==> config.mk <==
export PLATFORM = sky130hd
export DESIGN_NAME = req_ack_responder
export DESIGN_NICKNAME = d
export VERILOG_FILES = /design/src/rtl/dataflow_pkg.sv /design/src/rtl/resp_fifo_mem.sv /design/src/rtl/req_ack_responder.sv
export SDC_FILE = /design/constraint.sdc
export NUM_CORES = 1
export LEC_CHECK = 0
export CAP_MARGIN = 20
export CORE_ASPECT_RATIO = 1.4
export CORE_MARGIN = 2
export CORE_UTILIZATION = 50
export DETAILED_ROUTE_END_ITERATION = 12
export PLACE_DENSITY = 0.79
export SLEW_MARGIN = 10
export SYNTH_ARGS = -nofsm -noshare
export SYNTH_HDL_FRONTEND = slang
export SYNTH_SLANG_ARGS = --single-unit
==> constraint.sdc <==
create_clock -name clk -period 1.95 [get_ports clk]
set_input_delay 0.39 -clock clk [delete_from_list [all_inputs] [get_ports clk]]
set_output_delay 0.39 -clock clk [all_outputs]
set_load 0.01 [all_outputs]
==> src/rtl/dataflow_pkg.sv <==
// Shared dataflow types and constants.
// Used by req_ack_responder and resp_fifo_mem.
package dataflow_pkg;

  localparam int DATA_WIDTH_DEFAULT = 32;
  localparam int COUNT_WIDTH = 32;

  typedef enum logic {
    S_IDLE = 1'b0,
    S_ACK  = 1'b1
  } resp_state_e;

  function automatic int ptr_width(input int d);
    return (d < 2) ? 1 : $clog2(d);
  endfunction

endpackage

==> src/rtl/resp_fifo_mem.sv <==
// Register-array storage for the responder FIFO.
// One write port, combinational read at the head.
module resp_fifo_mem
  import dataflow_pkg::*;
#(
  parameter int data_width = DATA_WIDTH_DEFAULT,
  parameter int depth = 4,
  localparam int PW = ptr_width(depth)
) (
  input  logic                  clk,
  input  logic                  we,
  input  logic [PW-1:0]         waddr,
  input  logic [data_width-1:0] wdata,
  input  logic [PW-1:0]         raddr,
  output logic [data_width-1:0] rdata
);

  logic [data_width-1:0] mem [depth];

  always_ff @(posedge clk) begin
    if (we) mem[waddr] <= wdata;
  end

  assign rdata = mem[raddr];

endmodule

==> src/rtl/req_ack_responder.sv <==
// Buffered req/ack responder fed by a valid/ready push port.
// Optional ack counter: REQ_ACK_RESPONDER_COUNT_EN.
module req_ack_responder
  import dataflow_pkg::*;
#(
  parameter int data_width = DATA_WIDTH_DEFAULT,
  parameter int depth = 4,
  localparam int PW = ptr_width(depth),
  localparam int OW = PW + 1
) (
  input  logic                   clk,
  input  logic                   rst,
  input  logic                   in_valid,
  output logic                   in_ready,
  input  logic [data_width-1:0]  in_data,
  input  logic                   req,
  output logic                   ack,
  output logic [data_width-1:0]  dout,
`ifdef REQ_ACK_RESPONDER_COUNT_EN
  output logic [COUNT_WIDTH-1:0] count,
`endif
  output logic [OW-1:0]          occupancy
);

  resp_state_e state;
  logic [PW-1:0] wr_ptr;
  logic [PW-1:0] rd_ptr;
  logic [data_width-1:0] head;
  logic push;
  logic pop;

  assign in_ready = (occupancy != OW'(depth));
  assign push = in_valid & in_ready;
  assign pop = req & (state == S_IDLE)
             & (occupancy != '0);
  assign ack = (state == S_ACK);

  resp_fifo_mem #(
    .data_width(data_width),
    .depth(depth)
  ) u_mem (
    .clk(clk),
    .we(push),
    .waddr(wr_ptr),
    .wdata(in_data),
    .raddr(rd_ptr),
    .rdata(head)
  );

  always_ff @(posedge clk) begin
    if (!rst) begin
      state <= S_IDLE;
      dout <= '0;
      rd_ptr <= '0;
    end else begin
      unique case (state)
        S_IDLE: begin
          if (pop) begin
            dout <= head;
            rd_ptr <= rd_ptr + 1'b1;
            state <= S_ACK;
          end
        end
        S_ACK: state <= S_IDLE;
        default: state <= S_IDLE;
      endcase
    end
  end

  always_ff @(posedge clk) begin
    if (!rst) begin
      wr_ptr <= '0;
      occupancy <= '0;
    end else begin
      if (push) wr_ptr <= wr_ptr + 1'b1;
      unique case ({push, pop})
        2'b10: occupancy <= occupancy + 1'b1;
        2'b01: occupancy <= occupancy - 1'b1;
        default: occupancy <= occupancy;
      endcase
    end
  end

`ifdef REQ_ACK_RESPONDER_COUNT_EN
  always_ff @(posedge clk) begin
    if (!rst) count <= '0;
    else if (pop) count <= count + 1'b1;
  end
`endif

endmodule

==> qor.txt <==
CP startpoint = occupancy[0]
Post-route DRC = 0
Num CTS Buffers = 17
PortBufs = 72
Synthesized Nets = 335
Vias in the first global route = 3372
Maximum vdd drop = 0.000594 V
Core ar. = 11900 um2
Synth Flop Type = edfxtp_1
Final worst-path cycle share = 1.02
First drt pass iteration count = 4
Sw Share = 0.250
CTS tree = built
Total number of vias = 3130
Number of synthesized register bits = 168
Worst EP required = 2.28 ns
Clock skew = 0.00736 ns
Most common cell after layout, fill and taps aside = edfxtp_1
Failing checks = negative setup slack
Post-Place Cells = 519
GRT Total Usage = 0.177
DRT iter0 DRCs = 168
Placed wire-length estimate = 7080 um
FMAX = 0.503 GHz
Design area = 7770 um2
Hold path start = dout[18]
Pin count of the biggest net entering global routing = 33
Drt total wl = 11100 um
CTS sink count = 168
Synth warn = 0
Routed Antenna Nets = 0
Syn Area/Cell = 20.8 um2
Post-CTS setup buffers = 0
Seq pwr share = 0.461
Post-synth EDFFs = 128
First-pass GRT wire length = 17500 um
Worst hold path type = flip-flop to flip-flop
DIE AREA = 13100 um2
FFs w/ async S/R, synth = 0
Mapped Cells = 293
PD cells = 1280 nW/um2
Critical-path maximum fanout = 2
Setup ws final = -0.0387 ns
Sequential fraction of the synthesis area = 0.763
Sw power = 2480 uW
Top-Level Pins = 73
Cell Area, Synth = 6090 um2
Worst-path clk slew = 0.06 ns
Fin util = 0.654
Leak pwr = 0.00262 uW
Overflow after GRT = 0
Worst hold slack = 0.477 ns
Fin. max-slew vios = 0
Slew margin rel. = 0.696
Area after DPL = 7210 um2
N_diodes = 0
Root Driver = clkbuf_16
Post-route insts no fill = 551
CP Capture Type = flip-flop
Initial antenna violation count = 0
Final setup fails = 1
# rows = 47
Tmin final = 1.99 ns
Pint = 7460 uW
Status = finished with violations
Chip Height = 135 um
Skew-Pair Late Insertion Delay = 0.41 ns
Routability Congestion = 0.722
Most frequent cells in the layout = 128 x edfxtp_1, 71 x clkdlybuf4s50_1, 35 x dfxtp_1, 32 x a22o_1, 25 x mux4_2
Nets@finish = 433
Via density = 5.68
Max-cap violations = 0
Distinct cells, synth = 30
Slew @ Worst Pin = 0.456 ns
Comb pwr share = 0.231
Die X = 97.3 um
Unrepaired setup endpoints after global routing = yes
Bufs on Longest Clock Path = 2
CP arrival = 2.32 ns
Clk pwr share = 0.308
Initial Util = 0.512
Setup crit start kind = flip-flop
CP Class = flip-flop to flip-flop
RR Startpoint = occupancy[0]
Area grow syn2layout = 27.6%
H-Tree Depth = 4
Hold-fix buffers at CTS = 0
Drt wl/cell = 20.2 um
Layout cell share with drive strength beyond 1 = 0.233
Final hold vios = 0
## cells by family after synthesis
kind of cell	synth area share
compound gates	0.0576
xor+xnor	0.00288
fa+ha+maj	0.0136
buf+inv	0.0222
flops	0.763
mux	0.123
simple gates	0.0181
## Yosys cell counts, types with 3 or more instances
library cell | instances | area share
buf_6 | 3 | 0.0055
clkbuf_1 | 3 | 0.0018
a21oi_1 | 6 | 0.0049
and3_1 | 4 | 0.0041
edfxtp_1 | 128 | 0.63
nor2_1 | 4 | 0.0025
a22o_1 | 32 | 0.046
inv_1 | 6 | 0.0037
mux4_1 | 7 | 0.030
mux4_2 | 25 | 0.092
dfxtp_1 | 40 | 0.13
buf_2 | 8 | 0.0066
ha_1 | 5 | 0.010
## metal layers
metal | share of wire | track usage | vias up | routed length (um)
li1 | - | - | 1398 | -
met1 | 0.37 | 0.197 | 1623 | 4150
met2 | 0.56 | 0.322 | 94 | 6210
met3 | 0.049 | 0.0409 | 15 | 543
met4 | 0.018 | 0.0841 | 0 | 197
met5 | 0 | 0 | - | 0
## worst max-delay path, cell delays in order, from the launching register on
cell and delay, ns:
dfxtp_2 0.33, or3b_4 0.42, nand2_4 0.07, ha_4 0.12, inv_2 0.03, fa_2 0.33, xor2_1 0.15, or3_1 0.33
a21oi_2 0.14
## sequential cells by signal, summed over array words and instances, names as in the netlist
register / count
u_mem.mem: 128
dout: 32
occupancy: 3
rd_ptr: 2
wr_ptr: 2
ack: 1
## power groups by stage
stage          clock network (uW)  registers (uW)  logic [uW]
3_3_place_gp                    0            4620        2250
6_report                     3070            4580        2300
4_1_cts                      3120            4580        2340
2_1_floorplan                   0            4660        1250
3_5_place_dp                    0            4650        2300
5_1_grt                      3240            4630        2470
## final timing paths
kind	slack (ns)	cells after the start	end
worst min-delay path	0.48	1	dout[18]
worst max-delay path	-0.04	8	occupancy[2]
worst max register to register	-0.04	8	occupancy[2]
worst min register to register	0.48	1	dout[18]
## cell type report
class	instances	area, um2
Multi-Input combinational cell	102	1350
Fill cell	789	4110
Clock buffer	25	475
Tap cell	147	184
Clock inverter	7	72.6
Timing Repair Buffer	95	1000
Inverter	7	26.3
Sequential cell	168	4660
## metrics by stage
stage	setup TNS, ns	setup slack [ns]	power, uW
floorplan	-0.109	-0.109	5920
global placement	-0.498	-0.322	6880
detailed placement	-0.608	-0.378	6950
CTS	-0.0325	-0.0325	10000
global route	-0.113	-0.113	10300
finish	-0.0387	-0.0387	9950
## timing repair
action | 4_1_cts | 5_1_grt
pin swaps | 4 | 0
gates cloned | 0 | 0
resized for setup | 4 | 2
setup endpoints to repair | 2 | 2
Power figures use the tool's default switching activity.
